[src/rtl/reveal_flood_controller.sv]
// reveal_flood_controller: sequences the board RAM port for one cell reveal.
// Counts neighbour mines, writes the count, and flood-fills zero regions.
module reveal_flood_controller #(
   parameter int ROWS          = 5,
   parameter int COLS          = 5,
   parameter int DATA_WIDTH    = 32,
   parameter int ADDRESS_WIDTH = 10,
   parameter int BASE_ADDR     = 0,
   parameter int HIDDEN_SAFE   = 9,
   parameter int HIDDEN_MINE   = 10,
   localparam int CELLS = ROWS * COLS,
   localparam int IW    = (CELLS > 1) ? $clog2(CELLS) : 1,
   localparam int CW    = $clog2(CELLS + 1)
) (
   input  logic                     clk,
   input  logic                     rst_n,
   input  logic                     start,
   input  logic [IW-1:0]            start_id,
   output logic [ADDRESS_WIDTH-1:0] mem_addr,
   output logic                     mem_wEn,
   output logic [DATA_WIDTH-1:0]    mem_wdata,
   input  logic [DATA_WIDTH-1:0]    mem_rdata,
   output logic                     busy,
   output logic                     done,
   output logic                     hit_mine,
   output logic [CW-1:0]            revealed_count
);

   typedef enum logic [2:0] {
      S_IDLE,
      S_CHECK,
      S_POP,
      S_SCAN,
      S_WRITE,
      S_PUSH,
      S_DONE
   } state_e;

   state_e state_q, state_d;

   logic [IW-1:0]            cur_q, cur_d;
   logic [3:0]               k_q, k_d;
   logic                     pend_q, pend_d;
   logic [2:0]               pk_q, pk_d;
   logic [3:0]               cnt_q, cnt_d;
   logic [7:0]               mask_q, mask_d, mask_nxt;
   logic [CELLS-1:0]         vis_q, vis_d;
   logic [IW-1:0]            wr_q, wr_d, rd_q, rd_d;
   logic [CW-1:0]            fcnt_q, fcnt_d;
   logic                     hit_q, hit_d;
   logic [CW-1:0]            rev_q, rev_d;
   logic [ADDRESS_WIDTH-1:0] addr_q, addr_d;
   logic                     wen_q, wen_d;
   logic [DATA_WIDTH-1:0]    wdata_q, wdata_d;

   logic [IW-1:0] fifo_q [CELLS];
   logic          push;
   logic [IW-1:0] push_id;

   int            cur_r, cur_c;
   logic          nb_k_ok;
   logic [IW-1:0] nb_k, nb_p, nb_l;
   logic [2:0]    lo;
   logic          rd_mine, rd_safe, start_ok;

   // Neighbour order k=0..7 is NW, N, NE, W, E, SW, S, SE.
   function automatic int off_r(input logic [2:0] k);
      return (k < 3'd3) ? -1 : ((k > 3'd4) ? 1 : 0);
   endfunction

   function automatic int off_c(input logic [2:0] k);
      int o;
      case (k)
         3'd0, 3'd3, 3'd5: o = -1;
         3'd1, 3'd6:       o = 0;
         default:          o = 1;
      endcase
      return o;
   endfunction

   function automatic logic nb_in(input int r, input int c,
                                  input logic [2:0] k);
      int nr, nc;
      nr = r + off_r(k);
      nc = c + off_c(k);
      return (nr >= 0) && (nr < ROWS) && (nc >= 0) && (nc < COLS);
   endfunction

   function automatic logic [IW-1:0] nb_id(input int r, input int c,
                                           input logic [2:0] k);
      return IW'((r + off_r(k)) * COLS + c + off_c(k));
   endfunction

   function automatic logic [ADDRESS_WIDTH-1:0] cell_addr(
      input logic [IW-1:0] id);
      return ADDRESS_WIDTH'(BASE_ADDR + int'(id));
   endfunction

   function automatic logic [IW-1:0] inc(input logic [IW-1:0] p);
      return (int'(p) == CELLS - 1) ? '0 : p + 1'b1;
   endfunction

   always_comb begin : decode
      cur_r    = int'(cur_q) / COLS;
      cur_c    = int'(cur_q) % COLS;
      nb_k_ok  = nb_in(cur_r, cur_c, k_q[2:0]);
      nb_k     = nb_id(cur_r, cur_c, k_q[2:0]);
      nb_p     = nb_id(cur_r, cur_c, pk_q);
      lo       = 3'd0;
      for (int j = 7; j >= 0; j--) begin
         if (mask_q[j]) lo = 3'(j);
      end
      nb_l     = nb_id(cur_r, cur_c, lo);
      mask_nxt = mask_q & (mask_q - 8'd1);
      rd_mine  = (mem_rdata == DATA_WIDTH'(HIDDEN_MINE));
      rd_safe  = (mem_rdata == DATA_WIDTH'(HIDDEN_SAFE));
      start_ok = (int'(start_id) < CELLS);
   end

   always_ff @(posedge clk or negedge rst_n) begin : state_reg
      if (!rst_n) state_q <= S_IDLE;
      else        state_q <= state_d;
   end

   always_comb begin : next_state
      state_d = state_q;
      case (state_q)
         S_IDLE:  if (start) state_d = start_ok ? S_CHECK : S_DONE;
         S_CHECK: state_d = rd_safe ? S_POP : S_DONE;
         S_POP:   state_d = (fcnt_q == '0) ? S_DONE : S_SCAN;
         S_SCAN:  if (k_q == 4'd8) state_d = S_WRITE;
         S_WRITE: begin
            if (cnt_q == 4'd0 && mask_q != 8'd0) state_d = S_PUSH;
            else                                 state_d = S_POP;
         end
         S_PUSH:  if (mask_nxt == 8'd0) state_d = S_POP;
         S_DONE:  state_d = S_IDLE;
         default: state_d = S_IDLE;
      endcase
   end

   always_comb begin : outputs
      busy = (state_q != S_IDLE) && (state_q != S_DONE);
      done = (state_q == S_DONE);
   end

   always_comb begin : dp_next
      cur_d   = cur_q;
      k_d     = k_q;
      pend_d  = pend_q;
      pk_d    = pk_q;
      cnt_d   = cnt_q;
      mask_d  = mask_q;
      vis_d   = vis_q;
      wr_d    = wr_q;
      rd_d    = rd_q;
      fcnt_d  = fcnt_q;
      hit_d   = hit_q;
      rev_d   = rev_q;
      addr_d  = addr_q;
      wen_d   = 1'b0;
      wdata_d = wdata_q;
      push    = 1'b0;
      push_id = cur_q;
      case (state_q)
         S_IDLE: begin
            if (start) begin
               cur_d  = start_id;
               hit_d  = 1'b0;
               rev_d  = '0;
               vis_d  = '0;
               wr_d   = '0;
               rd_d   = '0;
               fcnt_d = '0;
               if (start_ok) addr_d = cell_addr(start_id);
            end
         end
         S_CHECK: begin
            if (rd_mine) begin
               hit_d = 1'b1;
            end else if (rd_safe) begin
               vis_d[cur_q] = 1'b1;
               push         = 1'b1;
            end
         end
         S_POP: begin
            if (fcnt_q != '0) begin
               cur_d  = fifo_q[rd_q];
               rd_d   = inc(rd_q);
               fcnt_d = fcnt_q - 1'b1;
               k_d    = 4'd0;
               pend_d = 1'b0;
               cnt_d  = 4'd0;
               mask_d = 8'd0;
            end
         end
         S_SCAN: begin
            // Data for the read issued last cycle arrives now.
            if (pend_q) begin
               if (rd_mine) cnt_d = cnt_q + 1'b1;
               if (rd_safe && !vis_q[nb_p]) mask_d[pk_q] = 1'b1;
            end
            if (k_q != 4'd8) begin
               pend_d = nb_k_ok;
               pk_d   = k_q[2:0];
               k_d    = k_q + 1'b1;
               if (nb_k_ok) addr_d = cell_addr(nb_k);
            end else begin
               pend_d  = 1'b0;
               wen_d   = 1'b1;
               addr_d  = cell_addr(cur_q);
               wdata_d = DATA_WIDTH'(cnt_d);
            end
         end
         S_WRITE: rev_d = rev_q + 1'b1;
         S_PUSH: begin
            if (mask_q != 8'd0) begin
               push        = 1'b1;
               push_id     = nb_l;
               vis_d[nb_l] = 1'b1;
               mask_d      = mask_nxt;
            end
         end
         default: ;
      endcase
      if (push) begin
         wr_d   = inc(wr_q);
         fcnt_d = fcnt_q + 1'b1;
      end
   end

   always_ff @(posedge clk or negedge rst_n) begin : dp_reg
      if (!rst_n) begin
         cur_q   <= '0;
         k_q     <= '0;
         pend_q  <= 1'b0;
         pk_q    <= '0;
         cnt_q   <= '0;
         mask_q  <= '0;
         vis_q   <= '0;
         wr_q    <= '0;
         rd_q    <= '0;
         fcnt_q  <= '0;
         hit_q   <= 1'b0;
         rev_q   <= '0;
         addr_q  <= '0;
         wen_q   <= 1'b0;
         wdata_q <= '0;
      end else begin
         cur_q   <= cur_d;
         k_q     <= k_d;
         pend_q  <= pend_d;
         pk_q    <= pk_d;
         cnt_q   <= cnt_d;
         mask_q  <= mask_d;
         vis_q   <= vis_d;
         wr_q    <= wr_d;
         rd_q    <= rd_d;
         fcnt_q  <= fcnt_d;
         hit_q   <= hit_d;
         rev_q   <= rev_d;
         addr_q  <= addr_d;
         wen_q   <= wen_d;
         wdata_q <= wdata_d;
      end
   end

   always_ff @(posedge clk) begin : fifo_mem
      if (push) fifo_q[wr_q] <= push_id;
   end

   assign mem_addr       = addr_q;
   assign mem_wEn        = wen_q;
   assign mem_wdata      = wdata_q;
   assign hit_mine       = hit_q;
   assign revealed_count = rev_q;

endmodule

[config.mk]
export PLATFORM = sky130hd
export DESIGN_NAME = reveal_flood_controller
export DESIGN_NICKNAME = d
export VERILOG_FILES = /design/src/rtl/reveal_flood_controller.sv
export SDC_FILE = /design/constraint.sdc
export NUM_CORES = 1
export LEC_CHECK = 0
export ABC_AREA = 1
export CAP_MARGIN = 20
export CORE_MARGIN = 4
export CORE_UTILIZATION = 45
export DETAILED_ROUTE_END_ITERATION = 12
export HOLD_SLACK_MARGIN = 0.1
export MAX_ROUTING_LAYER = met4
export PLACE_DENSITY = 0.66
export SYNTH_ARGS = -nofsm -noshare
export SYNTH_HDL_FRONTEND = slang
export SYNTH_SLANG_ARGS = --single-unit
[constraint.sdc]
create_clock -name clk -period 7.2 [get_ports clk]
set_input_delay 1.44 -clock clk [delete_from_list [all_inputs] [get_ports clk]]
set_output_delay 1.44 -clock clk [all_outputs]
set_load 0.01 [all_outputs]
* Word-level counts from Yosys, hierarchy flattened
Memories as Yosys holds them, arrays and structs flattened. Index checks and enable logic that the tools add are counted.
Word-level totals: register bits 89, memory bits (writable) 125, input port bits 40, output and inout bits 51, logic and storage cells 236, memories 1
Memory list:
- fifo_q | words 25, width 5, read ports 1, clocked after Yosys merged registers in 0, write ports 1, RTL line 56 | logic [IW-1:0] fifo_q [CELLS];
Operators by class: add/subtract/negate cells 18, multiply operators 3, div/mod/pow operators 2, $lt $le $gt $ge 18, equality and inequality tests 40, mux-type cells 84, bitwise gates (word level) 5, reduce and logical (&&, ||, !) cells 49
Operators by type and width (count):
- adder 32 bit | 4
- 2-to-1 mux 25 bit | 4
- multiplier 32 x 4 -> 5 bit, second input constant | 3
- 2-to-1 mux 32 bit | 3
- one-hot mux 25 bit (3 select lines) | 1
- == test 32 x 4 -> 1 bit, second input constant | 2
- >= comparator 32 x 1 -> 1 bit, second input constant | 2
- < comparator 32 x 4 -> 1 bit, second input constant | 2
- one-hot mux 32 bit (2 select lines) | 1
- 2-to-1 mux 5 bit | 12
- one-hot mux 5 bit (2 select lines) | 6
- bitwise OR 25 bit | 2
- 2-to-1 mux 3 bit | 15
- 2-to-1 mux 10 bit | 4
- divider 6 x 4 -> 32 bit, second input constant | 1
- modulo 6 x 4 -> 32 bit, second input constant | 1
- 2-to-1 mux 8 bit | 4
- adder 5 bit | 6
- == test 3 bit, second input constant | 9
- != test 2 bit, second input constant | 12
- one-hot mux 8 bit (3 select lines) | 1
- adder 5 x 1 -> 5 bit, second input constant | 4
- one-hot mux 10 bit (2 select lines) | 1
- < comparator 5 x 6 -> 1 bit, second input constant | 3
- 42 further kinds | 116

* Depth between registers and ports, before layout
Gate-level depths: netlist of the first run.
depth in word-level cells 22, mapped depth 41, gate-level depth less buffers 40

* Least setup slack after synthesis of the first run
OpenSTA, ideal clock, no wires.
path type reg2reg, from register cur_q[3], to memory fifo_q[0][4] (netlist bit) (data pin), setup time 339 ps, arrival time 6156 ps, data required time 6861 ps, setup slack 705 ps, stages on the path, launching flop included 31, buffers on the path 1, period minus slack after synthesis 6495 ps, cells stage by stage dfrtp_1 > inv_2 > nand2_2 > ha_1 > nor2_1 > nor2_1 > nor2_4 > nand2_1 > nand2_1 > and2_1 > ha_1 > inv_1 > nand3_1 > nand2_1 > inv_1 > nand3_2 > buf_6 > ha_1 > inv_1 > fa_1 > xor2_1 > fa_1 > inv_1 > ha_1 > fa_1 > inv_1 > fa_1 > xor2_1 > xor2_1 > xor2_4 > a21oi_1
On the way: longest elaborated chain between the ends 7, elaborated cells on any way between the ends 8, classes of those cells add/sub: 3; mul: 1; div: 2; mux: 2
RTL lines:
- start, declared | RTL line 41 | logic [IW-1:0] cur_q, cur_d;
- start signal, assigned | RTL line 250 | cur_q <= cur_d;
- divider 6 x 4 -> 32 bit | RTL line 104 | cur_r = int'(cur_q) / COLS;
- adder 32 bit | RTL line 91 | return IW'((r + off_r(k)) * COLS + c + off_c(k));
- multiplier 32 x 4 -> 5 bit | RTL line 91
- adder 5 bit * (2 in a row) | RTL line 91
- 2-to-1 mux 5 bit * | RTL line 217 | if (mask_q != 8'd0) begin
- 2-to-1 mux 5 bit * | RTL line 165 | case (state_q)
- named net push_id[4] | RTL line 58 | logic [IW-1:0] push_id;
- end, declared | RTL line 56
The timed path passes the listed nets; every way through them passes the cells marked *.

* Worst setup path after layout of the first run
from register cur_q[4], to register mask_q[0]
On the way: longest elaborated chain between the ends 11, elaborated cells on any way between the ends 12, classes of those cells add/sub: 3; mul: 1; div: 2; eq/ne: 1; mux: 2; reduce/logical: 3
RTL lines:
- divider 6 x 4 -> 32 bit | RTL line 104
- adder 32 bit | RTL line 91
- multiplier 32 x 4 -> 5 bit | RTL line 91
- adder 5 bit * (2 in a row) | RTL line 91
- binary-select mux 1 bit (select 5 bit) * | RTL line 201 | if (rd_safe && !vis_q[nb_p]) mask_d[pk_q] = 1'b1;
- 2-to-1 mux 1 bit (implied by the code) * | RTL line 201
- logical NOT 1 bit * | RTL line 201
- logical AND 1 bit * | RTL line 201
- != test 2 bit (no source line) *
- AND reduction 5 bit (no source line) *
- end signal, assigned | RTL line 255 | mask_q <= mask_d;
- end, declared | RTL line 46 | logic [7:0] mask_q, mask_d, mask_nxt;
Mark *: on every way between the ends. The rest lies on a longest branch, timed or not. The select of a mux whose other input is x is not followed. A chain may end at the register's enable or synchronous reset.

==> results of run 1 <==
registers in the layout, indices dropped and copies added (netlist names):
register,count
revealed_count,5
mem_addr,5
fifo_q,125
pk_q,3
cur_q,5
cnt_q,4
k_q,4
rd_q,5
state_q,3
vis_q,25
mask_q,8
mem_wdata,4
pend_q,1
fcnt_q,5
mem_wEn,1
hit_mine,1
wr_q,5
what timing repair did:
item / CTS / global route
resized for setup: 0 / 15
setup buffers: 0 / 1
endpoints found under the setup margin: 0 / 8
final cells by class:
class	instances	area, um^2
clock buffer	24	568
clock inverter	16	183
fill	3000	15400
inverter	213	805
multi-input combinational	1285	7490
sequential	209	5860
tap	402	503
timing repair buffer	82	771
layout by cell type, fill, tap and decap left out, types with 7 or more instances in the layout:
cell type / instances
o21ai_1: 31
o221ai_1: 14
nor2_1: 214
edfxtp_1: 125
nor3_1: 22
clkinv_2: 7
ha_1: 86
clkbuf_16: 22
o21ai_0: 163
o22ai_1: 24
a21oi_1: 115
nand2_2: 7
a31oi_1: 13
o211ai_1: 14
dfrtp_1: 82
nor4_1: 15
inv_1: 203
conb_1: 33
fa_1: 22
xnor2_1: 24
nand4_1: 27
buf_4: 23
xor2_1: 35
nand3_1: 101
nand2_1: 253
clkdlybuf4s50_1: 56
routing by layer:
metal	vias up	track usage	share of wire
li1	6068	-	-
met1	5948	0.310	0.45
met2	421	0.348	0.45
met3	104	0.0272	0.063
met4	0	0.0819	0.036
met5	-	-	0
logic make-up after synthesis:
logic type | Yosys count | share of synthesized area
adder cells (fa/ha/maj) | 108 | 0.105
AO/OA/AOI/OAI | 411 | 0.159
buffers and inverters | 296 | 0.0873
flip-flops | 209 | 0.406
other | 1 | 0.000260
multiplexers | 2 | 0.00148
XOR/XNOR | 65 | 0.0413
AND/OR/NAND/NOR | 665 | 0.199
stage by stage:
| stage | util | setup TNS [ns] |
|---|---|---|
| global placement | 0.486 | 0 |
| CTS | 0.510 | 0 |
| finish | 0.513 | 0 |
| floorplan | - | 0 |
| global route | 0.513 | -0.0102 |
| detailed placement | 0.486 | 0 |
worst register-to-register path, delay by kind of cell, from the launching register on:
kind	cells	cell delay, ns
adders and majority gates	8	2.63
and+or+nand+nor	12	1.67
xor gates and xnor gates	6	1.08
buffers and inverters	7	0.56
DFF	1	0.51
AOI/OAI and AO/OA	3	0.29
final timing paths:
check / from / endpoint / slack, ns / cells past startpoint
setup / recovery: cur_q[4]$_DFFE_PN0P_ / mask_q[0]$_DFFE_PN0P_ / 0.38 / 36
hold / removal: vis_q[23]$_DFFE_PN0P_ / vis_q[23]$_DFFE_PN0P_ / 0.50 / 2
setup reg to reg: cur_q[4]$_DFFE_PN0P_ / mask_q[0]$_DFFE_PN0P_ / 0.38 / 36
hold reg to reg: vis_q[23]$_DFFE_PN0P_ / vis_q[23]$_DFFE_PN0P_ / 0.50 / 2
max in group asynchronous: rst_n / cur_q[3]$_DFFE_PN0P_ / 5.23 / 2
min in group asynchronous: rst_n / k_q[2]$_DFFE_PN0P_ / 0.83 / 1
==> run_results.csv, run 1 <==
group,metric,value,unit
worst_setup_path,cp_num_buf_inv,7,
place,hpwl,28.9,mm
floorplan,ios,91,
cells_and_area,fin_area,16200,um^2
run,cap_violations,0,
timing,clock_skew,0.0267,ns
worst_setup_path,critical_path_class,"reg2reg",
clock_tree,clock-sinks,209,
logic_synthesis,syn_area,14400,um^2
worst_setup_path,slowest_stage,"dfrtp_1",
routing,viasPerCell,5.62,
global_routing,grt_overflow,0,
timing,fmax,147,MHz
logic_synthesis,synth.most_common_cell,"nand2_1",
logic_synthesis,synth.distinct_cells,57,
logic_synthesis,ys_top_cells_by_area,"edfxtp_1 26%, dfrtp_1 15%, ha_1 7.5%, nand2_1 6.6%, o21ai_0 5.8%",
timing,setup_viol,0,
timing,slew_violations,0,
place,gp_congestion,0.931,
place,post-place-ws,0.282,ns
worst_setup_path,critPathCaptureType,"flop",
logic_synthesis,ys_warn_count,0,
cells_and_area,nNetsFinal,1961,
routing,drt_iter0_markers,1151,
logic_synthesis,yosysSeqAreaShare,0.406,
timing,hold_viol_final,0,
cells_and_area,diodes,0,
floorplan,row_count,65,
floorplan,fp.dieH,187,um
clock_tree,numCtsBuffers,22,
timing,setup_ws,0.380,ns
place,dpl_cell_area,15300,um^2
logic_synthesis,ys.flop_type,"edfxtp_1",
timing,whs,0.498,ns
logic_synthesis,syn_avg_cell_area,8.21,um^2
logic_synthesis,ys_top_cells_by_count,"253 x nand2_1, 217 x nor2_1, 203 x inv_1, 167 x o21ai_0, 125 x edfxtp_1",
place,dpl.cell_count,2188,
global_routing,antenna_found_initial,0,
clock_tree,htreeDepth,1,
global_routing,grt_first_pass_wirelength,63.6,mm
routing,drt_pass1_iterations,5,
global_routing,grt_start_max_net_pins,65,
timing,period_share,0.947,
routing,routedWlPerCell,17.7,um
logic_synthesis,synth-edff-count,125,
worst_setup_path,crit_path_start_kind,"flop",
logic_synthesis,netlist_instances,1757,
clock_tree,clock_path_buffers,3,
routing,ant_nets,0,
clock_tree,clk_pin_slew,0.07,ns
logic_synthesis,async_flop_share,0.402,
timing,worst_slew_pin_slew,1.04,ns
routing,via_count,12500,
cells_and_area,final_cells,2231,
timing,min_period,6.82,ns
clock_tree,cts_tree,"built",
cells_and_area,drive_gt1_frac,0.0590,
worst_setup_path,crit_top_cell,"inv_1",
run_status,status,"finished, final reports clean",
clock_tree,clkLatencyLatePin,0.54,ns
clock_tree,postCtsHoldBufs,0,
worst_setup_path,critical_path.max_fanout,12,
global_routing,grt_pass1_vias,12200,
logic_synthesis,yosysTopAreaCell,"edfxtp_1",
routing,drc,0,
floorplan,die_area,35000,um^2
cells_and_area,area_growth,12.2,%
global_routing,track_usage,0.226,
worst_setup_path,critical-path-max-stage-delay,0.51,ns
floorplan,initial_core_util,0.457,
clock_tree,clockRootBuffer,"clkbuf_16",
timing,relSlewSlack,0.304,
worst_setup_path,arrival,7.26,ns
routing,wl,39.5,mm
worst_setup_path,critPathRequiredTime,7.64,ns
floorplan,die_w,187,um
place,io_buffers,57,
floorplan,coreArea,31600,um^2
hold_path,hold_path.class,"reg2reg",
worst_setup_path,cp_top_family,"adder cells",
logic_synthesis,synth.top_cell.area_share,0.260,
logic_synthesis,synth_seq_cells,209,
Power of run 1 is left out: the tool's default activity adds up to more than one toggle a clock period on the data nets, which glitch-free logic cannot reach.
==> inputs of run 2 (changes only) <==
--- a/config.mk
+++ b/config.mk
@@ -12,7 +12,6 @@
 export DETAILED_ROUTE_END_ITERATION = 12
 export HOLD_SLACK_MARGIN = 0.1
 export MAX_ROUTING_LAYER = met4
-export PLACE_DENSITY = 0.66
 export SYNTH_ARGS = -nofsm -noshare
 export SYNTH_HDL_FRONTEND = slang
 export SYNTH_SLANG_ARGS = --single-unit
==> run 2 against run 1 <==
Net effect: final cell count shrank 0.31%; hold slack got worse by 0.014 ns; utilization decreased by 0.49 points; fmax barely moved; via count fell by 1.3%; non-clock buffer count is 8 lower; sequential share of layout area increased by 0.33 points; register-to-register slack about the same; final area decreased by 0.95%; clock skew decreased by 0.010 ns; worst setup slack worse by 0.0052 ns; flip-flop and latch count stayed put; critical path type unchanged; largest cell class unchanged.
==> run_results.csv, run 2 (synthesis results as in run 1) <==
group,metric,value,unit
cells_and_area,reg_top3,"fifo_q (125), vis_q (25), mask_q (8)",
worst_setup_path,critPathRequiredTime,7.43,ns
cells_and_area,num-fill-cells,3005,
cells_and_area,area_growth,11.1,%
floorplan,fp.dieH,187,um
clock_tree,clk_pin_slew,0.06,ns
global_routing,grt_pass1_vias,11900,
worst_setup_path,slowest_stage,"fa_1",
place,dpl_cell_area,15300,um^2
cells_and_area,drive_gt1_frac,0.0521,
clock_tree,numCtsBuffers,23,
hold_path,hold_path.class,"reg2reg",
floorplan,coreArea,31600,um^2
worst_setup_path,crit_path_start_kind,"flop",
worst_setup_path,crit_top_cell,"inv_1",
floorplan,die_area,35000,um^2
clock_tree,clkLatencyLatePin,0.52,ns
worst_setup_path,cp_top_family,"adder cells",
global_routing,track_usage,0.229,
hold_path,hp-start,"mem_wdata[2]$_DFFE_PN0P_",
floorplan,die_w,187,um
clock_tree,clock_path_buffers,3,
floorplan,ios,91,
timing,relSlewSlack,0.325,
timing,setup_viol,0,
cells_and_area,diodes,0,
cells_and_area,max_flop_register,"fifo_q",
worst_setup_path,critPathCaptureType,"flop",
timing,slew_violations,0,
cells_and_area,mostFrequentLayoutCells,"253 x nand2_1, 217 x nor2_1, 203 x inv_1, 163 x o21ai_0, 125 x edfxtp_1",
clock_tree,cts_tree,"built",
timing,fmax,147,MHz
routing,ant_nets,0,
timing,fin_tns_setup,0,ns
timing,period_share,0.948,
worst_setup_path,arrival,7.06,ns
routing,wl,40.0,mm
place,hpwl,29.9,mm
worst_setup_path,critical_path.max_fanout,25,
worst_setup_path,cp_num_buf_inv,9,
worst_setup_path,cp-startpoint,"cur_q[3]$_DFFE_PN0P_",
cells_and_area,fin_area,16000,um^2
timing,setup_ws,0.375,ns
run_status,status,"finished, final reports clean",
timing,clock_skew,0.0165,ns
place,io_buffers,57,
worst_setup_path,critical_path_class,"reg2reg",
timing,hold_viol_final,0,
routing,viasPerCell,5.57,
clock_tree,clockRootBuffer,"clkbuf_16",
place,gp_congestion,0.944,
timing,whs,0.484,ns
routing,drt_iter0_markers,1124,
clock_tree,htreeDepth,1,
routing,drc,0,
worst_setup_path,reg2reg_from,"cur_q[3]$_DFFE_PN0P_",
cells_and_area,nNetsFinal,1953,
global_routing,grt_start_max_net_pins,63,
clock_tree,postCtsHoldBufs,0,
cells_and_area,final_common_cell,"nand2_1",
floorplan,row_count,65,
clock_tree,clock-sinks,209,
global_routing,antenna_found_initial,0,
global_routing,grt_first_pass_wirelength,63.9,mm
timing,worst_slew_pin_slew,1.01,ns
worst_setup_path,critical-path-max-stage-delay,0.52,ns
global_routing,grt_overflow,0,
routing,routedWlPerCell,18.0,um
routing,drt_pass1_iterations,5,
timing,min_period,6.82,ns
run,cap_violations,0,
routing,via_count,12400,
cells_and_area,largest_reg_flops,125,
place,post-place-ws,0.475,ns
floorplan,initial_core_util,0.457,
## run 2: worst paths after layout
kind,cells past startpoint,end,slack (ns)
max,32,fifo_q[16][4]$_DFFE_PP_,0.38
min,2,mem_wdata[2]$_DFFE_PN0P_,0.48
max reg2reg,32,fifo_q[16][4]$_DFFE_PP_,0.38
min reg2reg,2,mem_wdata[2]$_DFFE_PN0P_,0.48
max in group asynchronous,2,wr_q[0]$_DFFE_PN0P_,5.26
min in group asynchronous,1,mask_q[3]$_DFFE_PN0P_,0.90
## run 2: worst min-delay path, stage by stage, from the launching register on
cell	delay, ns
dfrtp_1	0.34
nand2_1	0.05
o21ai_0	0.06
## run 2: area by class of cell
cell class,instances,area (um^2),share of cell area
Sequential cell,209,5860,0.365
Timing Repair Buffer,74,696,0.0434
Clock inverter,16,86.3,0.00539
Clock buffer,26,608,0.0379
Multi-Input combinational cell,1284,7480,0.467
Inverter,213,800,0.0499
Tap cell,402,503,0.0314
## run 2: per-stage QoR
stage | std cells | util
6_report | 2224 | 0.508
5_1_grt | 2224 | 0.508
4_1_cts | 2223 | 0.507
3_5_place_dp | 2181 | 0.485
3_3_place_gp | 2181 | 0.485
2_1_floorplan | 1789 | -
## run 2: repair_timing
action,CTS,global route
setup buffers,0,1
setup endpoints to repair,0,23
resized for setup,0,5
hold endpoints to repair,0,0
## run 2: per-layer routing
| layer | global-route usage | vias up | part of all wire |
|---|---|---|---|
| met5 | - | - | 0 |
| met4 | 0.0549 | 0 | 0.022 |
| met3 | 0.0222 | 73 | 0.052 |
| met2 | 0.373 | 394 | 0.47 |
| met1 | 0.312 | 5868 | 0.45 |
| li1 | - | 6048 | - |
Power of run 2 is left out for the same reason.
